**config.mk**
```make
export PLATFORM = sky130hd
export DESIGN_NAME = wb_native_bridge_flat
export DESIGN_NICKNAME = d
export VERILOG_FILES = /design/src/rtl/wb_native_bridge_pkg.sv /design/src/rtl/wb_native_bridge_if.sv /design/src/rtl/wb_native_bridge.sv /design/src/flat_wrapper.sv
export SDC_FILE = /design/constraint.sdc
export NUM_CORES = 1
export LEC_CHECK = 0
export ABC_AREA = 1
export BUFFER_PORTS_ARGS = -buffer_cell sky130_fd_sc_hd__buf_2
export CAP_MARGIN = 10
export CORE_MARGIN = 2
export CORE_UTILIZATION = 52
export CTS_BUF_LIST = sky130_fd_sc_hd__clkbuf_8 sky130_fd_sc_hd__clkbuf_16
export CTS_CLUSTER_DIAMETER = 60
export DETAILED_ROUTE_END_ITERATION = 16
export GPL_TIMING_DRIVEN = 1
export PLACE_DENSITY = 0.9
export SLEW_MARGIN = 20
export SYNTH_ARGS = -nofsm -noshare
export SYNTH_HDL_FRONTEND = slang
export SYNTH_SLANG_ARGS = --single-unit
```
**constraint.sdc**
```tcl
create_clock -name clk -period 3.2 [get_ports clk]
set_input_delay 0.32 -clock clk [delete_from_list [all_inputs] [get_ports clk]]
set_output_delay 0.32 -clock clk [all_outputs]
set_load 0.02 [all_outputs]
```
**src/rtl/wb_native_bridge_pkg.sv**
```systemverilog
// wb_native_bridge_pkg: FSM encoding, native-bus constants and address helper
package wb_native_bridge_pkg;

    typedef enum logic [1:0] {
        ST_IDLE,
        ST_REQ,
        ST_ACK
    } state_t;

    localparam logic [3:0] WSTRB_READ = 4'b0000;

    function automatic logic [31:0] native_addr(
        input logic [31:0] mem_base,
        input logic [31:0] wb_mask,
        input logic [31:0] wb_adr
    );
        return (mem_base | (wb_adr & ~wb_mask)) & ~32'h3;
    endfunction

endpackage

```
**src/rtl/wb_native_bridge_if.sv**
```systemverilog
// wb_native_bridge_if: Wishbone-classic slave side plus picosoc native initiator side
interface wb_native_bridge_if;

    logic        wbs_cyc_i;
    logic        wbs_stb_i;
    logic        wbs_we_i;
    logic [3:0]  wbs_sel_i;
    logic [31:0] wbs_adr_i;
    logic [31:0] wbs_dat_i;
    logic        wbs_ack_o;
    logic [31:0] wbs_dat_o;
    logic        mem_valid;
    logic        mem_instr;
    logic        mem_ready;
    logic [31:0] mem_addr;
    logic [31:0] mem_wdata;
    logic [3:0]  mem_wstrb;
    logic [31:0] mem_rdata;

    modport slave (
        input  wbs_cyc_i, wbs_stb_i, wbs_we_i, wbs_sel_i, wbs_adr_i, wbs_dat_i,
        output wbs_ack_o, wbs_dat_o,
        output mem_valid, mem_instr, mem_addr, mem_wdata, mem_wstrb,
        input  mem_ready, mem_rdata
    );

    modport master (
        output wbs_cyc_i, wbs_stb_i, wbs_we_i, wbs_sel_i, wbs_adr_i, wbs_dat_i,
        input  wbs_ack_o, wbs_dat_o,
        input  mem_valid, mem_instr, mem_addr, mem_wdata, mem_wstrb,
        output mem_ready, mem_rdata
    );

endinterface

```
**src/rtl/wb_native_bridge.sv**
```systemverilog
// wb_native_bridge: Wishbone-classic slave issuing single word transfers on the picosoc native bus
module wb_native_bridge
    import wb_native_bridge_pkg::*;
#(
    parameter logic [31:0] WB_BASE  = 32'h3000_0000,
    parameter logic [31:0] WB_MASK  = 32'hFFFF_0000,
    parameter logic [31:0] MEM_BASE = 32'h0000_0000,
    parameter int unsigned TIMEOUT  = 255,
    parameter logic [31:0] ERR_DATA = 32'hDEAD_BEEF
) (
    input  logic              clk,
    input  logic              resetn,
    wb_native_bridge_if.slave bus,
    output logic              timeout_o
);

    localparam int CW = $clog2(TIMEOUT + 1);
    localparam logic [CW-1:0] CNT_LAST = CW'(TIMEOUT - 1);

    state_t      state_q, state_d;
    logic [31:0] addr_q, addr_d;
    logic [31:0] wdata_q, wdata_d;
    logic [3:0]  wstrb_q, wstrb_d;
    logic [31:0] rdata_q, rdata_d;
    logic [CW-1:0] cnt_q, cnt_d;
    logic        abort_q, abort_d;
    logic        timeout_q, timeout_d;
    logic        req_w;

    assign req_w = bus.wbs_cyc_i && bus.wbs_stb_i && ((bus.wbs_adr_i & WB_MASK) == WB_BASE);

    always_ff @(posedge clk or negedge resetn) begin
        if (!resetn) begin
            state_q   <= ST_IDLE;
            addr_q    <= '0;
            wdata_q   <= '0;
            wstrb_q   <= WSTRB_READ;
            rdata_q   <= '0;
            cnt_q     <= '0;
            abort_q   <= 1'b0;
            timeout_q <= 1'b0;
        end else begin
            state_q   <= state_d;
            addr_q    <= addr_d;
            wdata_q   <= wdata_d;
            wstrb_q   <= wstrb_d;
            rdata_q   <= rdata_d;
            cnt_q     <= cnt_d;
            abort_q   <= abort_d;
            timeout_q <= timeout_d;
        end
    end

    always_comb begin
        state_d   = state_q;
        addr_d    = addr_q;
        wdata_d   = wdata_q;
        wstrb_d   = wstrb_q;
        rdata_d   = rdata_q;
        cnt_d     = cnt_q;
        abort_d   = abort_q;
        timeout_d = 1'b0;
        case (state_q)
            ST_IDLE: begin
                rdata_d = '0;
                cnt_d   = '0;
                if (req_w) begin
                    addr_d  = native_addr(MEM_BASE, WB_MASK, bus.wbs_adr_i);
                    wdata_d = bus.wbs_dat_i;
                    wstrb_d = bus.wbs_we_i ? bus.wbs_sel_i : WSTRB_READ;
                    abort_d = 1'b0;
                    state_d = ST_REQ;
                end
            end
            ST_REQ: begin
                // A dropped cyc only suppresses the ack; the native request still runs to completion.
                abort_d = abort_q || !bus.wbs_cyc_i;
                if (bus.mem_ready) begin
                    rdata_d = (wstrb_q == WSTRB_READ) ? bus.mem_rdata : '0;
                    state_d = ST_ACK;
                end else if (cnt_q == CNT_LAST) begin
                    rdata_d   = ERR_DATA;
                    timeout_d = 1'b1;
                    state_d   = ST_ACK;
                end else begin
                    cnt_d = cnt_q + 1'b1;
                end
            end
            ST_ACK: begin
                cnt_d   = '0;
                state_d = ST_IDLE;
            end
            default: state_d = ST_IDLE;
        endcase
    end

    assign bus.mem_valid = (state_q == ST_REQ);
    assign bus.mem_instr = 1'b0;
    assign bus.mem_addr  = addr_q;
    assign bus.mem_wdata = wdata_q;
    assign bus.mem_wstrb = wstrb_q;
    assign bus.wbs_ack_o = (state_q == ST_ACK) && !abort_q;
    assign bus.wbs_dat_o = bus.wbs_ack_o ? rdata_q : '0;
    assign timeout_o     = timeout_q;

endmodule
```
**src/flat_wrapper.sv**
```systemverilog
// flat-port wrapper written by rule: the top's interface ports become plain ports
module wb_native_bridge_flat import wb_native_bridge_pkg::*;
#(
    parameter logic [31:0] WB_BASE  = 32'h3000_0000,
    parameter logic [31:0] WB_MASK  = 32'hFFFF_0000,
    parameter logic [31:0] MEM_BASE = 32'h0000_0000,
    parameter int unsigned TIMEOUT  = 255,
    parameter logic [31:0] ERR_DATA = 32'hDEAD_BEEF
)
  (clk, resetn, timeout_o, bus_wbs_cyc_i, bus_wbs_stb_i, bus_wbs_we_i, bus_wbs_sel_i, bus_wbs_adr_i, bus_wbs_dat_i, bus_wbs_ack_o, bus_wbs_dat_o, bus_mem_valid, bus_mem_instr, bus_mem_addr, bus_mem_wdata, bus_mem_wstrb, bus_mem_ready, bus_mem_rdata);
  wb_native_bridge_if bus_i ();
  input  logic clk;
  input  logic resetn;
  output logic timeout_o;
  input wire logic [$bits(bus_i.wbs_cyc_i)-1:0] bus_wbs_cyc_i;
  input wire logic [$bits(bus_i.wbs_stb_i)-1:0] bus_wbs_stb_i;
  input wire logic [$bits(bus_i.wbs_we_i)-1:0] bus_wbs_we_i;
  input wire logic [$bits(bus_i.wbs_sel_i)-1:0] bus_wbs_sel_i;
  input wire logic [$bits(bus_i.wbs_adr_i)-1:0] bus_wbs_adr_i;
  input wire logic [$bits(bus_i.wbs_dat_i)-1:0] bus_wbs_dat_i;
  output wire logic [$bits(bus_i.wbs_ack_o)-1:0] bus_wbs_ack_o;
  output wire logic [$bits(bus_i.wbs_dat_o)-1:0] bus_wbs_dat_o;
  output wire logic [$bits(bus_i.mem_valid)-1:0] bus_mem_valid;
  output wire logic [$bits(bus_i.mem_instr)-1:0] bus_mem_instr;
  output wire logic [$bits(bus_i.mem_addr)-1:0] bus_mem_addr;
  output wire logic [$bits(bus_i.mem_wdata)-1:0] bus_mem_wdata;
  output wire logic [$bits(bus_i.mem_wstrb)-1:0] bus_mem_wstrb;
  input wire logic [$bits(bus_i.mem_ready)-1:0] bus_mem_ready;
  input wire logic [$bits(bus_i.mem_rdata)-1:0] bus_mem_rdata;
  assign bus_i.wbs_cyc_i = bus_wbs_cyc_i;
  assign bus_i.wbs_stb_i = bus_wbs_stb_i;
  assign bus_i.wbs_we_i = bus_wbs_we_i;
  assign bus_i.wbs_sel_i = bus_wbs_sel_i;
  assign bus_i.wbs_adr_i = bus_wbs_adr_i;
  assign bus_i.wbs_dat_i = bus_wbs_dat_i;
  assign bus_wbs_ack_o = bus_i.wbs_ack_o;
  assign bus_wbs_dat_o = bus_i.wbs_dat_o;
  assign bus_mem_valid = bus_i.mem_valid;
  assign bus_mem_instr = bus_i.mem_instr;
  assign bus_mem_addr = bus_i.mem_addr;
  assign bus_mem_wdata = bus_i.mem_wdata;
  assign bus_mem_wstrb = bus_i.mem_wstrb;
  assign bus_i.mem_ready = bus_mem_ready;
  assign bus_i.mem_rdata = bus_mem_rdata;
  wb_native_bridge #(.WB_BASE(WB_BASE), .WB_MASK(WB_MASK), .MEM_BASE(MEM_BASE), .TIMEOUT(TIMEOUT), .ERR_DATA(ERR_DATA)) u_core (.clk(clk), .resetn(resetn), .bus(bus_i), .timeout_o(timeout_o));
endmodule
```
### After elaboration in Yosys (flattened, before gate mapping)

Cells that the tools add are included.

* bits in registers: 94
* input bits: 106
* logic and storage cells: 51
* output and inout port bits: 104

* add/subtract/negate cells: 1
* reduce and logical (&&, ||, !) cells: 16
* eq/ne operators: 8
* muxes and demuxes: 18

Operator list (count)
* 32-bit two-way mux: 4
* 32-bit one-hot mux with 2 select lines: 1
* 16-bit by 14-bit == test with 1-bit output (second input constant): 1
* 8-bit two-way mux: 2
* 8-bit one-hot mux with 2 select lines: 1
* 8-bit by 1-bit adder with 8-bit output (second input constant): 1
* 8-bit == test (second input constant): 1
* 2-bit AND reduction: 4
* 2-bit two-way mux: 3
* 4-bit logical NOT: 1
* 1-bit two-way mux: 4
* 4-bit two-way mux: 1
* 2-bit != test (second input constant): 2
* 2-bit one-hot mux with 2 select lines: 1
* 2-bit nonzero test: 2
* 1-bit logical AND: 3
* 3-bit by 1-bit != test with 1-bit output (second input constant): 1
* 3-bit AND reduction: 1
* 2-bit by 1-bit == test with 1-bit output (second input constant): 1
* 2-bit == test (second input constant): 1
* 1-bit logical NOT: 2
* 2-bit logical NOT: 1
* 2-bit by 1-bit != test with 1-bit output (second input constant): 1
* 1-bit one-hot mux with 2 select lines: 1
* other kinds (2): 2

### Depth between registers and ports, before layout

Gate-level depths: netlist (run 1).

* depth in word-level cells: 4
* depth in mapped cells: 9
* mapped depth without buffers: 9

### Worst setup path before layout (run 1)

No wires, ideal clock.

* kind: register -> output
* start point: register u_core.state_q[0]
* end point: output port bus_wbs_dat_o[10]
* path slack: 1167 ps
* buffers on the path: 2
* required time: 2880 ps
* arrival time: 1713 ps
* cell stages (with the launch flop): 6
* cell sequence: dfrtp_1 > buf_6 > nor3_1 > inv_1 > buf_2 > nor2_1

* word-level cells in the longest chain between the ends: 3

RTL lines
* from (decl): line wb_native_bridge.sv:20 `state_t state_q, state_d;`
* from (signal assigned): line wb_native_bridge.sv:43 `state_q <= state_d;`
* 2-bit == test: line wb_native_bridge.sv:102 `assign bus.wbs_ack_o = (state_q == ST_ACK) && !abort_q;`
* 1-bit logical AND: line wb_native_bridge.sv:102
* named net bus_wbs_ack_o: line flat_wrapper.sv:21 `output wire logic [$bits(bus_i.wbs_ack_o)-1:0] bus_wbs_ack_o;`
* 32-bit two-way mux: line wb_native_bridge.sv:103 `assign bus.wbs_dat_o = bus.wbs_ack_o ? rdata_q : '0;`
* to (decl): line flat_wrapper.sv:22 `output wire logic [$bits(bus_i.wbs_dat_o)-1:0] bus_wbs_dat_o;`

The timed path passes the listed nets, and every way through them passes these cells.

### Worst setup path after layout (run 1)

* start point: register u_core.state_q[0]
* end point: output port bus_wbs_dat_o[17]

* word-level cells in the longest chain between the ends: 3

RTL lines (line)
* 2-bit == test: wb_native_bridge.sv:102
* 1-bit logical AND: wb_native_bridge.sv:102
* 32-bit two-way mux: wb_native_bridge.sv:103

No other way between the ends.

==> reports/metrics.cfg, run 1 <==
[outcome]
status=complete, no violations

[final_layout]
nets=858
design_area_um2=5890
area_delta_synth_final_pct=21.5
final_util_pct=64.4
drive_gt1_share_pct=36.8
insertedDiodeCount=0

[synthesis]
ys.warnings.count=0
netlist_area_um2=4850
ys_seq_area_share_pct=48.5
syn_inst=575
ys_ff_latch=94
synthDistinctLibCells=26
avgSynthCellArea_um2=8.43

[sta]
min_period_ps=2390
final-max-slew-violation-count=0
worst_pin_slew_ps=958
skew_ps=14.8
fin_crit_sh_pct=74.8
rsz0062_at_grt=false
finalHoldViolCount=0
slew_headroom_pct=36.1
fmax_mhz=418
setup_viol=0
fin_tns_setup_ps=0

[grt]
grt_first_pass_wirelength_mm=16.6
antenna_found_initial=0
track_usage_pct=20.2
grt_pass1_vias=3788
grt_max_degree=70
overflow=0

[placement]
dp_hpwl_mm=7.22
placed_area_um2=5650
port_buffers=188
gp_congestion=0.819

[cts]
clock_latency_ps=350
cts.clk_slew.worst_paths_ps=90
cts_root_buf=clkbuf_8
cts_tree=yes
postCtsSetupBuffers=0
cts.sinks=94
cts_buffers=9
clock_path_buffers=2
htree_levels=3

[worst_setup_path]
crit_required_ps=2880
timing.rr.start=u_core.cnt_q[0]$_DFFE_PN0P_
r2r_cells=8
crit_path_top_delay_cell=inv_1
crit_fanout=32
critPathBufInv=2
slowest_delay_ps=710
worstSetupEndpointType=primary output
worstSetupPathType=flop to primary output
r2r-end=u_core.rdata_q[13]$_DFFE_PN0P_
rrSetupSlack_ps=1190
path_cells=nor3_1 -> inv_1 -> nor2_1 -> buf_2
cp_top_family=buffers and inverters
arrival_ps=2070
cp-start-kind=flop

[hold_path]
min_to=u_core.bus.mem_wdata[27]$_DFFE_PN0P_
hold_path.class=primary input to flop
holdPathStages=3
holdCritStartpoint=bus_wbs_dat_i[27]

[routing]
routed_wl_mm=9.82
avgRoutedWirePerCell_um=11.3
drtAntennaViolNets=0
viasPerCell=4.64
via_count=4015
dr.pass1.iters=4
drcViolationCount=0
first_iter_violations=118

[power]
p_sw_mw=0.495
ir_drop_uv=216
power_density_nw_per_um2=374
p_int_mw=1.71
p_leak_nw=3.37
power_frac_clock_pct=40.0
p_comb_share_pct=6.2
p_seq_share_pct=53.9
p_sw_share_pct=22.5

[floorplan]
start_util_pct=53.0
core_um2=9150
row_count=35
die_h_um=101
die_area_um2=10100
boundaryPins=210
chipWidth_um=101

[flow_run]
max-cap-violations=0

worst reg2reg max path, cell delays in order, from the launching register on:
cell	delay, ps
dfrtp_1	450
inv_1	70
ha_1	190
inv_1	50
nor2_1	70
nand3_4	100
nand3_4	560
nand2_1	330
o21ai_2	80
cell usage in the layout, fill, tap and decap left out, drive strengths merged:
cell type	instances
ha	2
clkbuf	10
clkinv	2
nor2	58
nor3	1
bufinv	2
dfrtp	94
nor3b	1
xor2	1
buf	191
nand3	28
nand2	160
conb	19
o21ai	89
dlygate4sd3	1
inv	95
o21bai	1
sequential cells by signal, indices dropped and copies added (netlist names):
name	flops
u_core.bus.mem_wstrb	4
u_core.state_q	2
u_core.cnt_q	8
u_core.rdata_q	32
u_core.timeout_o	1
u_core.bus.mem_wdata	32
u_core.bus.mem_addr	14
u_core.abort_q	1
power groups by stage:
stage	Clock, mW	Combinational [mW]	Sequential [mW]
2_1_floorplan	0	0.0611	1.21
3_3_place_gp	0	0.136	1.21
3_5_place_dp	0	0.137	1.21
4_1_cts	0.915	0.138	1.19
5_1_grt	0.954	0.156	1.19
6_report	0.882	0.136	1.19
per-stage QoR:
stage               hold WS (ps)  total power [mW]  cells  setup WS (ps)
finish                       197              2.21    866            806
global route                 180              2.30    866            557
floorplan                   24.4              1.27    593           1170
global placement             365              1.35    849           1200
CTS                          176              2.24    866            768
detailed placement           365              1.35    849           1150
cell usage after synthesis:
master    instances  area (um^2)
inv_2             1         3.75
clkbuf_1          1         3.75
conb_1            1         3.75
o21ai_0           5         25.0
buf_8             3         45.0
ha_1              2         25.0
nor2_4            2         22.5
nand3_1          23          115
nor2_1           55          206
nand2_1         157          589
nor3_1            1         5.00
nor2_2            1         6.26
o21ai_1          26          130
dfrtp_1          94         2350
xor2_1            1         8.76
nand3_4           2         35.0
nand2_2           3         18.8
o21bai_1          1         7.51
buf_6             9          101
clkbuf_8          4         55.1
o21ai_2          58          508
nand3_2           3         30.0
inv_1            92          345
nor3b_1           1         7.51
buf_2             8         40.0
buf_4            21          158
worst max path at each step:
stage               cells past startpoint                          start                 to  slack [ps]
CTS                                     4  u_core.state_q[0]$_DFFE_PN0P_  bus_wbs_dat_o[17]         770
finish                                  4  u_core.state_q[0]$_DFFE_PN0P_  bus_wbs_dat_o[17]         810
global placement                        4  u_core.state_q[0]$_DFFE_PN0P_  bus_wbs_dat_o[15]        1200
global route                            4  u_core.state_q[0]$_DFFE_PN0P_   bus_wbs_dat_o[5]         560
detailed placement                      4  u_core.state_q[0]$_DFFE_PN0P_  bus_wbs_dat_o[17]        1150
floorplan                               5  u_core.state_q[0]$_DFFE_PN0P_  bus_wbs_dat_o[10]        1170
cell type report:
class / count / area, um^2
Fill cell: 796 / 3260
Sequential cell: 94 / 2350
Multi-Input combinational cell: 360 / 1820
Timing Repair Buffer: 192 / 1000
Inverter: 93 / 349
Tap cell: 111 / 139
Clock buffer: 10 / 138
Clock inverter: 6 / 91.3
layer usage:
layer  GRT usage (%)  share of wire, %  vias up
met4            8.32               1.8        0
li1                -                 -     2071
met2            35.2                49      134
met1            24.1                43     1795
met3            4.58               5.9       15
met5               0                 0        -
cell families (layout without fill, tap and decap cells):
kind of cell / count (synthesis) / count (layout) / synth area share [%]
and+or+nand+nor: 248 / 248 / 21.4
buffers and inverters: 139 / 301 / 15.5
DFF: 94 / 94 / 48.5
AOI/OAI and AO/OA: 90 / 90 / 13.8
adders and majority gates: 2 / 2 / 0.516
other: 1 / 19 / 0.0773
xor gates and xnor gates: 1 / 1 / 0.181
repair_timing:
item / in CTS / in global routing
hold buffers: 1 / 0
gates resized for setup: 0 / 0
endpoints found under the hold margin: 39 / 0
setup endpoints to repair: 0 / 0
Note: power is estimated with default switching activity, not from simulation.
==> run 2: changes to the inputs <==
--- a/config.mk
+++ b/config.mk
@@ -9,12 +9,12 @@
 export BUFFER_PORTS_ARGS = -buffer_cell sky130_fd_sc_hd__buf_2
 export CAP_MARGIN = 10
 export CORE_MARGIN = 2
-export CORE_UTILIZATION = 52
+export CORE_UTILIZATION = 43
 export CTS_BUF_LIST = sky130_fd_sc_hd__clkbuf_8 sky130_fd_sc_hd__clkbuf_16
 export CTS_CLUSTER_DIAMETER = 60
 export DETAILED_ROUTE_END_ITERATION = 16
 export GPL_TIMING_DRIVEN = 1
-export PLACE_DENSITY = 0.9
+export PLACE_DENSITY = 0.8
 export SLEW_MARGIN = 20
 export SYNTH_ARGS = -nofsm -noshare
 export SYNTH_HDL_FRONTEND = slang
==> constraint.sdc (replaced) <==
create_clock -name clk -period 2.18 [get_ports clk]
set_input_delay 0.218 -clock clk [delete_from_list [all_inputs] [get_ports clk]]
set_output_delay 0.218 -clock clk [all_outputs]
set_load 0.02 [all_outputs]
==> reports/metrics.cfg, run 2 (same netlist as run 1, synthesis figures left out) <==
[worst_setup_path]
worstSetupPathType=flop to primary output
worstSetupEndpointType=primary output
cp-start-kind=flop
arrival_ps=1760
crit_required_ps=1960
crit_fanout=32

[final_layout]
insertedDiodeCount=0
design_area_um2=6090
area_delta_synth_final_pct=25.6
drive_gt1_share_pct=37.5
fillers=1047
mostFrequentLayoutCell=buf_2
nets=866
mostFrequentLayoutCells=buf_2, nand2_1, dfrtp_1

[power]
power_density_nw_per_um2=574
p_leak_nw=3.45
ir_drop_uv=366

[routing]
first_iter_violations=143
drtAntennaViolNets=0
via_count=3991
dr.pass1.iters=4
routed_wl_mm=9.99
viasPerCell=4.42
drcViolationCount=0
avgRoutedWirePerCell_um=11.1

[sta]
fin_tns_setup_ps=0
fmax_mhz=505
fin_crit_sh_pct=90.8
finalHoldViolCount=0
rsz0062_at_grt=false
final-max-slew-violation-count=0
setup_viol=0
skew_ps=8.99
min_period_ps=1980

[cts]
postCtsSetupBuffers=0
cts_buffers=9
cts.clk_slew.worst_paths_ps=60
cts_root_buf=clkbuf_16
clock_latency_ps=330
clock_path_buffers=2
cts.sinks=94
htree_levels=3
cts_tree=yes

[placement]
placed_area_um2=5770
port_buffers=188
dp_hpwl_mm=7.42
gp_congestion=0.802

[floorplan]
die_area_um2=12100
boundaryPins=210
core_um2=10900
chipWidth_um=110
row_count=38
die_h_um=110
start_util_pct=44.3

[grt]
track_usage_pct=17.2
grt_max_degree=45
grt_pass1_vias=3757
antenna_found_initial=0
grt_first_pass_wirelength_mm=16.6
overflow=0

[flow_run]
max-cap-violations=0

[hold_path]
hold_path.class=primary input to flop

[outcome]
status=complete, no violations

-- run 2: changes by cell type in the layout (fill, tap and decap cells not counted), moves of 2 or more --
cell,change
clkbuf_16,+9
buf_4,+6
buf_12,+2
clkbuf_8,-10
-- run 2: timing repair --
action,4_1_cts,5_1_grt
hold buffers,1,0
gates resized for setup,0,1
endpoints found under the hold margin,30,0
endpoints found under the setup margin,0,32
-- run 2: path summary, 6_finish.rpt --
| kind | startpoint | slack [ps] | end | cells past startpoint |
|---|---|---|---|---|
| setup / recovery | u_core.state_q[0]$_DFFE_PN0P_ | 200 | bus_wbs_dat_o[20] | 5 |
| hold / removal | bus_wbs_dat_i[16] | 120 | u_core.bus.mem_wdata[16]$_DFFE_PN0P_ | 3 |
| setup reg to reg | u_core.state_q[0]$_DFFE_PN0P_ | 380 | u_core.bus.mem_wdata[23]$_DFFE_PN0P_ | 7 |
| hold reg to reg | u_core.bus.mem_wdata[6]$_DFFE_PN0P_ | 470 | u_core.bus.mem_wdata[6]$_DFFE_PN0P_ | 2 |
| max in group asynchronous | resetn | 1190 | u_core.bus.mem_wstrb[3]$_DFFE_PN0P_ | 3 |
| min in group asynchronous | resetn | 370 | u_core.bus.mem_wdata[17]$_DFFE_PN0P_ | 2 |
-- run 2: report_power, final --
part	internal (mW)	switching, mW	total (mW)
sequential	1.74	0.000730	1.75
clock	0.895	0.656	1.55
combinational	0.0828	0.119	0.202
-- run 2: critical path, cell delays in order, from the launching register on --
cell and delay (ps):
dfrtp_1 520, nor3_2 270, inv_1 60, buf_4 240
nor2_1 140, buf_2 180
-- run 2: metrics by stage --
step | worst slack, ps | std cells | hold slack, ps | util [%] | power [mW]
after floorplan | 249 | 593 | -77.6 | - | 1.87
after global placement | 420 | 886 | 178 | 52.8 | 1.98
after detailed placement | 394 | 886 | 179 | 52.8 | 1.98
after CTS | 76.5 | 903 | 109 | 55.6 | 3.56
after global routing | 8.50 | 903 | 108 | 55.7 | 3.65
final | 201 | 903 | 120 | 55.7 | 3.50
-- run 2: final cells by class --
type	count	area, um^2	area share (%)
Clock buffer	9	225	3.70
Clock inverter	7	73.8	1.21
Inverter	93	349	5.73
Multi-Input combinational cell	360	1830	30.0
Sequential cell	94	2350	38.6
Tap cell	140	175	2.88
Timing Repair Buffer	200	1090	17.8
-- run 2: routing by layer --
layer | part of all wire (%) | up-vias | routed length, um | GRT usage, %
met2 | 50 | 118 | 4950 | 30.7
met4 | 0.81 | 0 | 81 | 4.20
met1 | 43 | 1781 | 4310 | 20.7
met5 | 0 | - | 0 | 0
met3 | 6.4 | 6 | 644 | 4.29
li1 | - | 2086 | - | -
==> run 3: changes to the inputs <==
--- a/config.mk
+++ b/config.mk
@@ -6,7 +6,7 @@
 export NUM_CORES = 1
 export LEC_CHECK = 0
 export ABC_AREA = 1
-export BUFFER_PORTS_ARGS = -buffer_cell sky130_fd_sc_hd__buf_2
+export BUFFER_PORTS_ARGS = -buffer_cell sky130_fd_sc_hd__buf_4
 export CAP_MARGIN = 10
 export CORE_MARGIN = 2
 export CORE_UTILIZATION = 43
==> reports/metrics.cfg, run 3 (same netlist as run 1, synthesis figures left out) <==
[outcome]
status=complete, no violations

[cts]
cts.clk_slew.worst_paths_ps=70
postCtsHoldBufs=1
htree_levels=3
postCtsSetupBuffers=0
cts_buffers=9
post_cts_resized=0
cts.sinks=94
clock_latency_ps=330
clock_path_buffers=2
cts_tree=yes
cts_root_buf=clkbuf_16

[final_layout]
mostFrequentLayoutCells=buf_4, nand2_1, dfrtp_1
nets=865
drive_gt1_share_pct=37.4
mostFrequentLayoutCell=buf_4
design_area_um2=6530
insertedDiodeCount=0
area_delta_synth_final_pct=34.7

[worst_setup_path]
startpoint=u_core.state_q[0]$_DFFE_PN0P_
slowest_delay_ps=520
rrSetupSlack_ps=400
arrival_ps=1860
crit_path_top_delay_cell=dfrtp_1
crit_fanout=32
path_cells=nor3_1 -> inv_1 -> buf_4 -> nor2_1 -> buf_4
worstSetupPathType=flop to primary output
timing.rr.start=u_core.cnt_q[0]$_DFFE_PN0P_
cp-start-kind=flop
crit_required_ps=1960
r2r-end=u_core.rdata_q[6]$_DFFE_PN0P_
worstSetupEndpointType=primary output
r2r_cells=9
cp_common_cell=buf_4

[sta]
skew_ps=9.93
setup_ws_ps=100
min_period_ps=2080
finalHoldViolCount=0
setup_viol=0
fin_tns_setup_ps=0
fmax_mhz=481
rsz0062_at_grt=false
final-max-slew-violation-count=0
fin_crit_sh_pct=95.4

[grt]
overflow=0
track_usage_pct=18.4
antenna_found_initial=0
grt_first_pass_wirelength_mm=17.8
grt_max_degree=44
grt_pass1_vias=3959

[routing]
routed_wl_mm=10.7
via_count=4074
dr.pass1.iters=4
viasPerCell=4.52
first_iter_violations=261
drtAntennaViolNets=0
drcViolationCount=0
avgRoutedWirePerCell_um=11.9

[placement]
dp_hpwl_mm=8.17
port_buffers=188
placed_area_um2=6220
gp_congestion=0.817
dp_slack_ps=418

[hold_path]
hold_path.class=primary input to flop
holdPathStages=3
min_to=u_core.rdata_q[14]$_DFFE_PN0P_
holdCritStartpoint=bus_mem_rdata[14]

[power]
power_density_nw_per_um2=545
p_leak_nw=3.50
power.total_mw=3.56
ir_drop_uv=334

[floorplan]
start_util_pct=44.3
chipWidth_um=110
boundaryPins=210
row_count=38
core_um2=10900
die_h_um=110
die_area_um2=12100

[flow_run]
max-cap-violations=0

-- run 3: metrics by stage --
step | std cells | util, % | hold WS (ps)
global route | 902 | 59.7 | 129
finish | 902 | 59.7 | 129
detailed placement | 885 | 56.9 | 217
CTS | 902 | 59.7 | 116
floorplan | 593 | - | -77.6
global placement | 885 | 56.9 | 212
-- run 3: per-layer routing --
metal | wire, um | global-route usage [%]
met1 | 4530 | 23.2
met2 | 5440 | 32.0
met3 | 634 | 3.06
met4 | 135 | 6.43
met5 | 0 | 0
-- run 3: how the worst max path moves through the flow --
stage | endpoint | cells past startpoint
final | bus_wbs_dat_o[10] | 5
after global placement | u_core.rdata_q[3]$_DFFE_PN0P_ | 9
after global routing | bus_wbs_dat_o[10] | 5
after detailed placement | u_core.rdata_q[6]$_DFFE_PN0P_ | 9
after CTS | bus_wbs_dat_o[10] | 5
after floorplan | bus_wbs_dat_o[10] | 5
-- run 3: critical path, delay by kind of cell, from the launching register on --
family | cells | cell delay, ps
buffers and inverters | 3 | 480
DFF | 1 | 520
and+or+nand+nor | 2 | 520
-- run 3: area by class of cell --
cell class / instances / area, um^2
inverter: 93 / 349
sequential: 94 / 2350
timing repair buffer: 199 / 1530
tap: 140 / 175
clock buffer: 9 / 225
fill: 956 / 4400
multi-input combinational: 360 / 1820
clock inverter: 7 / 73.8
-- run 3: power by group --
group | internal (mW) | switching, mW
Sequential | 1.74 | 0.000567
Clock | 0.891 | 0.672
Combinational | 0.133 | 0.122
